## config.mk

```make
export PLATFORM = sky130hd
export DESIGN_NAME = uart_tx_fifo
export DESIGN_NICKNAME = d
export VERILOG_FILES = /design/src/rtl/uart_tx_fifo_pkg.sv /design/src/rtl/uart_tx_fifo_byte_fifo.sv /design/src/rtl/uart_tx_fifo.sv
export SDC_FILE = /design/constraint.sdc
export NUM_CORES = 1
export LEC_CHECK = 0
export CORE_UTILIZATION = 40
export DETAILED_ROUTE_END_ITERATION = 7
export PLACE_DENSITY = 0.68
export SYNTH_ARGS = -nofsm -noshare
export SYNTH_HDL_FRONTEND = slang
export SYNTH_SLANG_ARGS = --single-unit
export TNS_END_PERCENT = 30
```

## constraint.sdc

```tcl
create_clock -name clk -period 2.9 [get_ports clk]
set_input_delay 0.58 -clock clk [delete_from_list [all_inputs] [get_ports clk]]
set_output_delay 0.58 -clock clk [all_outputs]
set_load 0.05 [all_outputs]
```

## src/rtl/uart_tx_fifo_pkg.sv

```systemverilog
// Shared types and constants for the buffered UART transmitter.
package uart_pkg;

    // Serializer states.
    typedef enum logic [1:0] {
        IDLE  = 2'd0,
        START = 2'd1,
        DATA  = 2'd2,
        STOP  = 2'd3
    } tx_state_t;

    // Payload bits per frame (8N1).
    localparam int DATA_BITS = 8;

    // Clock cycles per serial bit; integer truncation of the ratio.
    function automatic int clks_per_bit(input int clk_hz, input int baud);
        return clk_hz / baud;
    endfunction

endpackage

```

## src/rtl/uart_tx_fifo_byte_fifo.sv

```systemverilog
// Synchronous byte FIFO with registered full/empty flags and a rejected-push pulse.
// Queued data is discarded on reset by clearing the pointers and the count.
module byte_fifo #(
    parameter int DEPTH = 16,
    parameter int WIDTH = 8
) (
    input  logic             clk,
    input  logic             rst,
    input  logic             push,
    input  logic [WIDTH-1:0] push_data,
    input  logic             pop,
    output logic [WIDTH-1:0] pop_data,
    output logic             full,
    output logic             empty,
    output logic             overflow
);

    localparam int PTR_W = (DEPTH > 1) ? $clog2(DEPTH) : 1;
    localparam int CNT_W = PTR_W + 1;
    localparam logic [PTR_W-1:0] PTR_ONE   = PTR_W'(1);
    localparam logic [PTR_W-1:0] PTR_ZERO  = PTR_W'(0);
    localparam logic [CNT_W-1:0] CNT_ONE   = CNT_W'(1);
    localparam logic [CNT_W-1:0] CNT_ZERO  = CNT_W'(0);
    localparam logic [CNT_W-1:0] CNT_DEPTH = CNT_W'(DEPTH);

    logic [WIDTH-1:0] mem_r [DEPTH];
    logic [PTR_W-1:0] wr_ptr_r;
    logic [PTR_W-1:0] rd_ptr_r;
    logic [CNT_W-1:0] count_r;
    logic [CNT_W-1:0] count_next_s;
    logic             full_r;
    logic             empty_r;
    logic             overflow_r;
    logic             push_ok_s;
    logic             pop_ok_s;

    // A push is taken only when not full; a full FIFO rejects it even if a pop happens too.
    assign push_ok_s = push & ~full_r;
    assign pop_ok_s  = pop & ~empty_r;
    assign pop_data  = mem_r[rd_ptr_r];

    assign full     = full_r;
    assign empty    = empty_r;
    assign overflow = overflow_r;

    // Next occupancy: simultaneous push and pop leave the count unchanged.
    always_comb begin
        count_next_s = count_r;
        case ({push_ok_s, pop_ok_s})
            2'b10:   count_next_s = count_r + CNT_ONE;
            2'b01:   count_next_s = count_r - CNT_ONE;
            default: count_next_s = count_r;
        endcase
    end

    // Storage array; contents need no reset since pointers define validity.
    always_ff @(posedge clk) begin
        if (push_ok_s) begin
            mem_r[wr_ptr_r] <= push_data;
        end
    end

    // Pointers, count and flags; pointers wrap naturally at the power-of-two depth.
    always_ff @(posedge clk or posedge rst) begin
        if (rst) begin
            wr_ptr_r   <= PTR_ZERO;
            rd_ptr_r   <= PTR_ZERO;
            count_r    <= CNT_ZERO;
            full_r     <= 1'b0;
            empty_r    <= 1'b1;
            overflow_r <= 1'b0;
        end else begin
            if (push_ok_s) begin
                wr_ptr_r <= wr_ptr_r + PTR_ONE;
            end
            if (pop_ok_s) begin
                rd_ptr_r <= rd_ptr_r + PTR_ONE;
            end
            count_r    <= count_next_s;
            full_r     <= (count_next_s == CNT_DEPTH);
            empty_r    <= (count_next_s == CNT_ZERO);
            overflow_r <= push & full_r;
        end
    end

endmodule

```

## src/rtl/uart_tx_fifo.sv

```systemverilog
// Buffered 8N1 UART transmitter: bytes queued in a FIFO are drained by a
// serializer FSM. The line and busy flag are re-registered from the FSM state,
// so the pin lags the state by one cycle while every bit keeps its full length.
module uart_tx_fifo
    import uart_pkg::*;
#(
    parameter int CLK_HZ     = 100_000_000,
    parameter int BAUD       = 9600,
    parameter int FIFO_DEPTH = 16
) (
    input  logic       clk,
    input  logic       rst,
    input  logic       wr_en,
    input  logic [7:0] wr_data,
    output logic       full,
    output logic       empty,
    output logic       overflow,
    output logic       busy,
    output logic       RsTx
);

    localparam int CLKS_PER_BIT = clks_per_bit(CLK_HZ, BAUD);
    localparam int CNT_W = ($clog2(CLKS_PER_BIT) < 1) ? 1 : $clog2(CLKS_PER_BIT);
    localparam int IDX_W = $clog2(DATA_BITS);
    localparam logic [CNT_W-1:0] CNT_LAST = CNT_W'(CLKS_PER_BIT - 1);
    localparam logic [CNT_W-1:0] CNT_ONE  = CNT_W'(1);
    localparam logic [CNT_W-1:0] CNT_ZERO = CNT_W'(0);
    localparam logic [IDX_W-1:0] IDX_LAST = IDX_W'(DATA_BITS - 1);
    localparam logic [IDX_W-1:0] IDX_ONE  = IDX_W'(1);
    localparam logic [IDX_W-1:0] IDX_ZERO = IDX_W'(0);

    tx_state_t            state_r;
    logic [CNT_W-1:0]     baud_cnt_r;
    logic [IDX_W-1:0]     bit_idx_r;
    logic [DATA_BITS-1:0] shift_r;
    logic                 tx_r;
    logic                 busy_r;
    logic                 pop_s;
    logic                 bit_end_s;
    logic [7:0]           fifo_data_s;

    byte_fifo #(
        .DEPTH (FIFO_DEPTH),
        .WIDTH (8)
    ) u_fifo (
        .clk       (clk),
        .rst       (rst),
        .push      (wr_en),
        .push_data (wr_data),
        .pop       (pop_s),
        .pop_data  (fifo_data_s),
        .full      (full),
        .empty     (empty),
        .overflow  (overflow)
    );

    assign bit_end_s = (baud_cnt_r == CNT_LAST);
    assign RsTx      = tx_r;
    assign busy      = busy_r;

    // Pop when idle with data waiting, or at the end of a stop bit to chain frames.
    always_comb begin
        pop_s = 1'b0;
        case (state_r)
            IDLE: begin
                if (!empty) begin
                    pop_s = 1'b1;
                end else begin
                    pop_s = 1'b0;
                end
            end
            STOP: begin
                if (bit_end_s && !empty) begin
                    pop_s = 1'b1;
                end else begin
                    pop_s = 1'b0;
                end
            end
            default: pop_s = 1'b0;
        endcase
    end

    // Serializer FSM with baud counter; the counter restarts on every bit or state change.
    always_ff @(posedge clk or posedge rst) begin
        if (rst) begin
            state_r    <= IDLE;
            baud_cnt_r <= CNT_ZERO;
            bit_idx_r  <= IDX_ZERO;
            shift_r    <= {DATA_BITS{1'b0}};
        end else begin
            case (state_r)
                IDLE: begin
                    baud_cnt_r <= CNT_ZERO;
                    bit_idx_r  <= IDX_ZERO;
                    if (pop_s) begin
                        shift_r <= fifo_data_s;
                        state_r <= START;
                    end
                end
                START: begin
                    if (bit_end_s) begin
                        baud_cnt_r <= CNT_ZERO;
                        bit_idx_r  <= IDX_ZERO;
                        state_r    <= DATA;
                    end else begin
                        baud_cnt_r <= baud_cnt_r + CNT_ONE;
                    end
                end
                DATA: begin
                    if (bit_end_s) begin
                        baud_cnt_r <= CNT_ZERO;
                        shift_r    <= {1'b0, shift_r[DATA_BITS-1:1]};
                        if (bit_idx_r == IDX_LAST) begin
                            bit_idx_r <= IDX_ZERO;
                            state_r   <= STOP;
                        end else begin
                            bit_idx_r <= bit_idx_r + IDX_ONE;
                        end
                    end else begin
                        baud_cnt_r <= baud_cnt_r + CNT_ONE;
                    end
                end
                STOP: begin
                    if (bit_end_s) begin
                        baud_cnt_r <= CNT_ZERO;
                        if (pop_s) begin
                            shift_r <= fifo_data_s;
                            state_r <= START;
                        end else begin
                            state_r <= IDLE;
                        end
                    end else begin
                        baud_cnt_r <= baud_cnt_r + CNT_ONE;
                    end
                end
                default: begin
                    baud_cnt_r <= CNT_ZERO;
                    bit_idx_r  <= IDX_ZERO;
                    state_r    <= IDLE;
                end
            endcase
        end
    end

    // Registered line and busy flag derived from the current FSM state.
    always_ff @(posedge clk or posedge rst) begin
        if (rst) begin
            tx_r   <= 1'b1;
            busy_r <= 1'b0;
        end else begin
            case (state_r)
                IDLE:    tx_r <= 1'b1;
                START:   tx_r <= 1'b0;
                DATA:    tx_r <= shift_r[0];
                STOP:    tx_r <= 1'b1;
                default: tx_r <= 1'b1;
            endcase
            busy_r <= (state_r != IDLE);
        end
    end

endmodule

```

==> results of run 1 <==
[final timing paths]
| kind | from | to | slack, ns | cells past startpoint |
|---|---|---|---|---|
| hold / removal | shift_r[0]$_DFFE_PP0P_ | shift_r[0]$_DFFE_PP0P_ | 0.50 | 2 |
| max in group asynchronous | rst | shift_r[3]$_DFFE_PP0P_ | 1.63 | 3 |
| setup reg to reg | state_r[1]$_DFFE_PP0P_ | u_fifo.empty$_DFF_PP1_ | 0.14 | 12 |
| hold reg to reg | shift_r[0]$_DFFE_PP0P_ | shift_r[0]$_DFFE_PP0P_ | 0.50 | 2 |
| setup / recovery | state_r[1]$_DFFE_PP0P_ | u_fifo.empty$_DFF_PP1_ | 0.14 | 12 |
| min in group asynchronous | rst | baud_cnt_r[10]$_DFF_PP0_ | 0.63 | 2 |
[where the power goes]
| group | internal [mW] | total, mW | switching [mW] |
|---|---|---|---|
| registers | 2.92 | 3.10 | 0.175 |
| logic | 0.406 | 0.897 | 0.491 |
| clock network | 1.14 | 2.19 | 1.04 |
| total | 4.47 | 6.18 | 1.71 |
[through the flow]
stage	power (mW)	setup TNS, ns	instances	hold WS (ns)
2_1_floorplan	3.66	0	494	0.448
3_3_place_gp	3.94	-0.124	757	0.468
3_5_place_dp	3.98	-0.291	757	0.483
4_1_cts	6.17	0	791	0.499
5_1_grt	6.44	-0.0559	796	0.519
6_report	6.18	0	796	0.500
[kinds of logic (layout without fill, tap and decap cells)]
| logic type | after synthesis | in the layout | share of synthesized area (%) |
|---|---|---|---|
| flip-flops | 173 | 173 | 66.7 |
| AND/OR/NAND/NOR | 110 | 110 | 7.67 |
| AO/OA/AOI/OAI | 85 | 85 | 7.80 |
| multiplexers | 53 | 53 | 10.6 |
| buffers and inverters | 35 | 108 | 2.01 |
| XOR/XNOR | 22 | 22 | 2.58 |
| adder cells (fa/ha/maj) | 16 | 16 | 2.68 |
[area by class of cell]
type	instances	area, um^2
Tap cell	229	287
Fill cell	1484	9300
Multi-Input combinational cell	286	2430
Timing Repair Buffer	65	538
Clock buffer	17	425
Inverter	11	41.3
Sequential cell	173	4980
Clock inverter	15	153
[cells in the mapped netlist, types with 7 or more instances]
cell type,instances,area [um^2]
nand3_1,8,40.0
nand2_1,24,90.1
mux2i_1,29,290
a22oi_1,7,52.6
a221oi_1,14,123
ha_1,16,200
clkbuf_1,16,60.1
nor2_1,35,131
dfrtp_1,43,1080
xnor2_1,9,78.8
a21oi_1,24,120
xor2_1,13,114
mux4_2,19,428
o21ai_0,20,100
edfxtp_1,128,3840
inv_1,10,37.5
[routing by layer]
layer	global-route usage, %	vias up
met5	0	-
met2	27.6	127
met3	3.63	26
li1	-	2019
met1	21.1	2164
met4	6.98	0
[state kept, by name, summed over array words and instances (netlist names)]
register and cells:
u_fifo.mem_r 128, baud_cnt_r 14, shift_r 8, u_fifo.count_r 5, u_fifo.rd_ptr_r 4, u_fifo.wr_ptr_r 4, bit_idx_r 3, state_r 2
RsTx 1, busy 1, u_fifo.empty 1, u_fifo.full 1, u_fifo.overflow 1
[layout by cell type (no fill, tap or decap), types with 3 or more instances in the layout]
cell             netlist  final
a21oi_1               24     22
a221oi_1              14     14
a22o_1                 5      5
a22oi_1                7      7
and2_1                 3      3
buf_4                  4     49
clkbuf_16              0     17
clkdlybuf4s50_1        0     15
clkinv_8               0      3
dfrtp_1               43     40
dfrtp_2                0      3
edfxtp_1             128    128
ha_1                  16     14
inv_1                 10      7
inv_2                  0      3
inv_6                  0      4
inv_8                  0      3
mux2_2                 3      3
mux2i_1               29     29
mux4_2                19     19
nand2_1               24     24
nand2b_1               5      5
nand3_1                8      8
nand4_1                5      5
nor2_1                35     32
nor2b_1                5      3
nor3_1                 6      6
o21ai_0               20     19
xnor2_1                9      8
xor2_1                13     13
[worst max-delay path, cell delays in order (launching register included)]
cell	delay [ns]
dfrtp_2	0.43
inv_2	0.05
ha_1	0.29
or2_4	0.27
nor2_4	0.12
o21ai_4	0.08
xnor2_1	0.13
ha_1	0.27
mux2_2	0.27
or3_4	0.34
mux2i_4	0.17
nand2b_1	0.12
o22ai_2	0.15
[timing repair]
action                     in CTS  in global routing
pin swaps                       0                  5
gates resized for setup         1                 20
buffers inserted                2                  5
hold buffers                    0                  0
setup endpoints to repair       2                  3
==> results.toml, run 1 <==
[synthesis]
synth_edf_count = 128
synthesis.area_um2 = 7460
avgSynthCellArea_um2 = 15.1
synth.distinct_cells = 57
synth_flop_cell = "edfxtp_1"
synthArstFlopShare_pct = 26.0
postSynthCellCount = 494
synth_seq_area_share_pct = 66.7
syn-num-nets = 521
yosysWarnings = 0
ys_ff_latch = 173

[die]
num_rows = 49
die_w_um = 139
dieHeight_um = 139
die-area_um2 = 19200
initial_utilization_pct = 41.1
core_um2 = 18100
ioPinCount = 16

[clocking]
cts.clk_slew.worst_paths_ns = 0.07
cts.path.max_buffers = 2
cts_tree = "yes"
htreeDepth = 4
cts_root_buf = "clkbuf_16"
cts_made_buffers = 17
cts.sinks = 173
clk_latency_ns = 0.44

[status]
status = "finished clean"

[global_route]
grt_usage_pct = 16.6
grt_overflow = 0
grt_pass1_vias = 4361
antenna_found_initial = 0
grt_max_degree = 41
grt_pass1_wl_um = 23900

[power]
cellLeakagePower_nw = 3.42
power_density_nw_per_um2 = 698
peakVddDrop_mv = 0.411

[place]
placed_area_um2 = 8140
place.gp.congestion = 0.771
io_buffers = 15
place_ws_ns = -0.169
hpwl_um = 9790

[worst_setup_path]
critPathKind = "reg -> reg"
crit_fanout = 4
cp_data_arrival_time_ns = 3.12
worstSetupEndpointType = "flip-flop"
critPathLaunchType = "flip-flop"
crit_required_ns = 3.26

[routing]
wl_per_cell_um = 19.1
vias_per_cell = 5.45
highest_layer = "met4"
first_pass_iters = 5
wl_met3_um = 758
vias = 4336
met2_length_um = 7700
wl_um = 15200
drc = 0
first_iter_violations = 246
final_antenna_net_count = 0
wl_met1_um = 6410

[sta]
slew_violations = 0
finalHoldViolCount = 0
setup_viol = 0
clock.fmax_mhz = 362
max_slew_margin_pct = 23.1
fin_ws_ns = 0.136
fin_crit_sh_pct = 95.3
tightest_slew_ns = 1.15
finClkSkew_ns = 0.00955
period_needed_ns = 2.76

[final_layout]
antenna_cells = 0
fin_util_pct = 48.8
syn2layout_area_growth_pct = 18.6
fin_area_um2 = 8850
finalNetCount = 581
drive_above_1_share_pct = 24.7

[job]
cap_violations = 0

[min_path]
hp-class = "reg -> reg"
(Power assumes the default switching activity.)
==> run 2: changes to the inputs <==
--- a/config.mk
+++ b/config.mk
@@ -5,6 +5,7 @@
 export SDC_FILE = /design/constraint.sdc
 export NUM_CORES = 1
 export LEC_CHECK = 0
+export CORE_MARGIN = 10
 export CORE_UTILIZATION = 40
 export DETAILED_ROUTE_END_ITERATION = 7
 export PLACE_DENSITY = 0.68
==> run 2 against run 1 <==
Critical path depth stayed put; worst hold slack worse by 0.011 ns; utilization is 0.61 points lower; count of clock-buffer cells in the layout is the same; non-clock buffer count down 9; die area rose by 28%; routed wire length shrank 2.3%; largest power group unchanged.
==> results.toml, run 2 (same netlist as run 1, synthesis figures left out) <==
[die]
ioPinCount = 16
dieHeight_um = 157
die_w_um = 157
initial_utilization_pct = 41.1
die-area_um2 = 24500
num_rows = 49
core_um2 = 18100

[worst_setup_path]
cp_data_arrival_time_ns = 3.17
crit_required_ns = 3.25
critPathKind = "reg -> reg"
critPathLaunchType = "flip-flop"
crit_fanout = 4
worstSetupEndpointType = "flip-flop"

[sta]
final.setup.tns_ns = 0
setup_viol = 0
whs_ns = 0.488
clock.fmax_mhz = 354
finalHoldViolCount = 0
max_slew_margin_pct = 24.4
tightest_slew_ns = 1.13
period_needed_ns = 2.82
fin_crit_sh_pct = 97.3
slew_violations = 0
finClkSkew_ns = 0.00847

[clocking]
cts.path.max_buffers = 2
cts.clk_slew.worst_paths_ns = 0.07
htreeDepth = 4
cts_root_buf = "clkbuf_16"
cts_tree = "yes"
clk_latency_ns = 0.42
cts.sinks = 173
cts_made_buffers = 17
ctsHoldBuffers = 0

[global_route]
grt_max_degree = 50
grt_overflow = 0
grt_pass1_vias = 4459
grt_usage_pct = 12.5
antenna_found_initial = 0
grt_pass1_wl_um = 23600

[final_layout]
top_regs = "u_fifo.mem_r: 128 flops, baud_cnt_r: 14 flops, shift_r: 8 flops"
finalNetCount = 572
antenna_cells = 0
layout_commonest_cell = "edfxtp_1"
syn2layout_area_growth_pct = 17.1
final_cell_mix = "edfxtp_1, dfrtp_1, buf_4"
largest_reg_flops = 128
drive_above_1_share_pct = 21.9
regMostFlops = "u_fifo.mem_r"

[power]
pwr-share-seq_pct = 50.7
p_sw_mw = 1.61
peakVddDrop_mv = 0.422
p_sw_share_pct = 26.3
cellLeakagePower_nw = 3.38
power_density_nw_per_um2 = 699
comb_power_share_pct = 14.0
p_int_mw = 4.50
p_clk_share_pct = 35.2

[routing]
wl_per_cell_um = 18.9
vias = 4286
vias_per_cell = 5.45
final_antenna_net_count = 0
first_pass_iters = 4
drc = 0
first_iter_violations = 396
wl_um = 14900

[place]
io_buffers = 15
hpwl_um = 9660
place.gp.congestion = 0.801

[job]
cap_violations = 0

[status]
status = "finished clean"

[min_path]
hp-class = "reg -> reg"
## run 2: cell count changes in the layout (fill, tap and decap cells not counted), sizes merged
cell and delta:
bufinv +1, buf -9, clkinv -2
## run 2: metal layers
metal  part of all wire [%]  GRT usage [%]
met4                   0.66           3.96
met3                    3.0           2.82
met1                     44           15.4
met2                     52           21.5
met5                      0              0
## run 2: area by class of cell
class | count | area [um^2]
Clock buffer | 17 | 425
Clock inverter | 14 | 135
Fill cell | 1510 | 9410
Inverter | 11 | 41.3
Multi-Input combinational cell | 286 | 2400
Sequential cell | 173 | 4970
Tap cell | 229 | 287
Timing Repair Buffer | 56 | 470
## run 2: metrics by stage
| step | power (mW) | util (%) | instance area (um^2) | worst slack [ns] | instances |
|---|---|---|---|---|---|
| global placement | 3.91 | 44.6 | 8090 | -0.0727 | 751 |
| finish | 6.11 | 48.1 | 8740 | 0.0788 | 786 |
| global route | 6.38 | 48.1 | 8740 | -0.0253 | 786 |
| floorplan | 3.66 | - | 7480 | 0.00176 | 494 |
| CTS | 6.12 | 47.8 | 8670 | 0.0744 | 784 |
| detailed placement | 3.96 | 44.6 | 8090 | -0.129 | 751 |
## run 2: worst paths after layout
path / cells after the start / startpoint / end / slack [ns]
hold reg to reg: 2 / shift_r[2]$_DFFE_PP0P_ / shift_r[2]$_DFFE_PP0P_ / 0.49
setup reg to reg: 12 / state_r[1]$_DFFE_PP0P_ / u_fifo.empty$_DFF_PP1_ / 0.08
min in group asynchronous: 2 / rst / baud_cnt_r[11]$_DFF_PP0_ / 0.61
hold / removal: 2 / shift_r[2]$_DFFE_PP0P_ / shift_r[2]$_DFFE_PP0P_ / 0.49
max in group asynchronous: 3 / rst / shift_r[2]$_DFFE_PP0P_ / 1.66
setup / recovery: 12 / state_r[1]$_DFFE_PP0P_ / u_fifo.empty$_DFF_PP1_ / 0.08
## run 2: critical path, cell delays in order (launching register included)
cell and delay (ns):
dfrtp_1 0.40, ha_2 0.22, and4bb_2 0.22, and4_4 0.29, nor2_4 0.05, nor2_4 0.08
ha_1 0.26, buf_4 0.16, xnor2_1 0.17, or3_4 0.41, mux2i_4 0.18, nand2b_1 0.12
o22ai_2 0.18
## run 2: power groups by stage
stage	Combinational [mW]	Sequential, mW	Clock, mW
5_1_grt	0.946	3.12	2.31
4_1_cts	0.829	3.09	2.20
6_report	0.858	3.10	2.15
3_3_place_gp	0.785	3.12	0
3_5_place_dp	0.824	3.14	0
2_1_floorplan	0.588	3.07	0
## run 2: timing repair
action	in CTS	in global routing
pin swaps	0	4
setup buffers	2	2
gates resized for setup	2	11
setup endpoints to repair	2	2
==> run 3: changes to the inputs <==
--- a/config.mk
+++ b/config.mk
@@ -8,7 +8,7 @@
 export CORE_MARGIN = 10
 export CORE_UTILIZATION = 40
 export DETAILED_ROUTE_END_ITERATION = 7
-export PLACE_DENSITY = 0.68
+export PLACE_DENSITY = 0.66
 export SYNTH_ARGS = -nofsm -noshare
 export SYNTH_HDL_FRONTEND = slang
 export SYNTH_SLANG_ARGS = --single-unit
==> constraint.sdc (replaced) <==
create_clock -name clk -period 2.6 [get_ports clk]
set_input_delay 0.52 -clock clk [delete_from_list [all_inputs] [get_ports clk]]
set_output_delay 0.52 -clock clk [all_outputs]
set_load 0.05 [all_outputs]
==> run 3 against run 2 <==
The flow now finishes with violations (negative setup slack); count of clock-buffer cells in the layout stayed put; final cell count up 2.0%; clock skew decreased by 0.00071 ns; critical path depth down 1; sequential power increased by 12%; flip-flop and latch count unchanged; worst hold slack about the same; critical path type unchanged; largest cell class unchanged.
==> results.toml, run 3 (same netlist as run 1, synthesis figures left out) <==
[status]
status = "finished with violations"
violations = "negative setup slack"

[routing]
vias = 4345
final_antenna_net_count = 0
drc = 0
first_pass_iters = 5
vias_per_cell = 5.42
wl_um = 15300
wl_per_cell_um = 19.1
first_iter_violations = 408

[global_route]
grt_pass1_wl_um = 24800
grt_pass1_vias = 4566
grt_usage_pct = 13.1
grt_overflow = 0
antenna_found_initial = 0
grt_max_degree = 39

[worst_setup_path]
crit_required_ns = 2.95
r2r_slack_ns = -0.17
r2r-start = "state_r[1]$_DFFE_PP0P_"
slowest_stage = "dfrtp_1"
critPathKind = "reg -> reg"
crit_fanout = 4
max_stage_delay_ns = 0.40
critPathLaunchType = "flip-flop"
cp_data_arrival_time_ns = 3.11
path_cells = "ha_2 -> and4bb_2 -> and4_4 -> o21ai_4 -> xnor2_2 -> ha_1 -> mux2_4 -> or3_4 -> mux2i_4 -> nand2b_1 -> o22ai_1"
r2r_end = "u_fifo.empty$_DFF_PP1_"
r2r_cells = 11
worstSetupEndpointType = "flip-flop"

[min_path]
hp-class = "reg -> reg"
hold-path-cell-count = 2
worstHoldStart = "shift_r[4]$_DFFE_PP0P_"
whs_endpoint = "shift_r[4]$_DFFE_PP0P_"

[clocking]
cts_made_buffers = 17
cts_root_buf = "clkbuf_16"
cts.path.max_buffers = 2
cts.clk_slew.worst_paths_ns = 0.06
clk_latency_ns = 0.42
ctsHoldBuffers = 0
cts.sinks = 173
htreeDepth = 4
cts_tree = "yes"

[die]
num_rows = 49
dieHeight_um = 157
ioPinCount = 16
initial_utilization_pct = 41.1
core_um2 = 18100
die-area_um2 = 24500
die_w_um = 157

[power]
p_total_mw = 7.13
pwr-share-seq_pct = 48.5
comb_power_share_pct = 13.6
p_clk_share_pct = 38.0
p_int_mw = 5.32
power_density_nw_per_um2 = 796
cellLeakagePower_nw = 3.49
p_sw_share_pct = 25.4
p_sw_mw = 1.81
peakVddDrop_mv = 0.421

[sta]
tightest_slew_ns = 1.23
max_slew_margin_pct = 18.1
finClkSkew_ns = 0.00776
period_needed_ns = 2.77
fin_crit_sh_pct = 106
finalHoldViolCount = 0
slew_violations = 0
clock.fmax_mhz = 362
fin_ws_ns = -0.166
rsz0062_at_grt = "true"
setup_viol = 2

[place]
dp_cells = 770
place_ws_ns = -0.367
place.gp.congestion = 0.830
hpwl_um = 10200
io_buffers = 15

[final_layout]
finalNetCount = 589
largest_reg_flops = 128
multi_input_area_um2 = 2420
seq_area_um2 = 4970
antenna_cells = 0
regMostFlops = "u_fifo.mem_r"
final_cell_mix = "edfxtp_1, buf_4, dfrtp_1"
nFillCells = 1526
syn2layout_area_growth_pct = 20.1
layoutNonFillerInstCount = 802
layout_commonest_cell = "edfxtp_1"
top_regs = "u_fifo.mem_r: 128 flops, baud_cnt_r: 14 flops, shift_r: 8 flops"
drive_above_1_share_pct = 24.8

[job]
cap_violations = 0
[run 3: layout make-up]
cell class / count / area share (%)
clock buffer: 17 / 4.75
clock inverter: 13 / 2.26
timing repair buffer: 73 / 6.82
sequential: 173 / 55.5
multi-input combinational: 286 / 27.0
inverter: 11 / 0.461
tap: 229 / 3.20
[run 3: power by group through the flow]
stage | Sequential, mW | Combinational [mW] | Clock [mW]
finish | 3.46 | 0.969 | 2.71
global route | 3.49 | 1.05 | 2.87
CTS | 3.45 | 0.967 | 2.75
detailed placement | 3.51 | 0.957 | 0
global placement | 3.49 | 0.924 | 0
floorplan | 3.42 | 0.678 | 0
[run 3: critical path, delay by kind of cell, from the launching register on]
| kind | cells | cell delay (ns) |
|---|---|---|
| and+or+nand+nor | 4 | 0.96 |
| xor gates and xnor gates | 1 | 0.13 |
| adders and majority gates | 2 | 0.50 |
| muxes | 2 | 0.46 |
| AOI/OAI and AO/OA | 2 | 0.24 |
| DFF | 1 | 0.40 |
[run 3: repair_timing]
item / 4_1_cts / 5_1_grt
setup endpoints to repair: 3 / 5
resized for setup: 4 / 5
pin swaps: 1 / 1
buffers inserted: 1 / 1
[run 3: per-stage QoR]
stage                     TNS [ns]  hold WS (ns)  area (um^2)  utilization [%]
after floorplan             -0.385         0.449         7530                -
final                       -0.316         0.488         8960             49.4
after global routing        -0.784         0.522         8960             49.4
after CTS                   -0.303         0.492         8930             49.2
after global placement      -0.930         0.465         8290             45.7
after detailed placement     -1.17         0.478         8290             45.7
[run 3: how the worst max path moves through the flow]
stage / start / to / slack, ns / depth (start not counted)
global placement: wr_en / u_fifo.full$_DFF_PP0_ / -0.30 / 14
CTS: state_r[1]$_DFFE_PP0P_ / u_fifo.empty$_DFF_PP1_ / -0.16 / 11
detailed placement: wr_en / u_fifo.full$_DFF_PP0_ / -0.37 / 14
finish: state_r[1]$_DFFE_PP0P_ / u_fifo.empty$_DFF_PP1_ / -0.17 / 11
global route: state_r[1]$_DFFE_PP0P_ / u_fifo.empty$_DFF_PP1_ / -0.29 / 11
floorplan: baud_cnt_r[0]$_DFF_PP0_ / u_fifo.full$_DFF_PP0_ / -0.19 / 13
[run 3: layer usage]
layer	track usage, %	vias to the layer above	wire, um
met5	0	-	0
met4	5.62	0	212
met3	2.22	13	557
met2	22.6	88	8090
met1	16.0	2220	6490
li1	-	2024	-
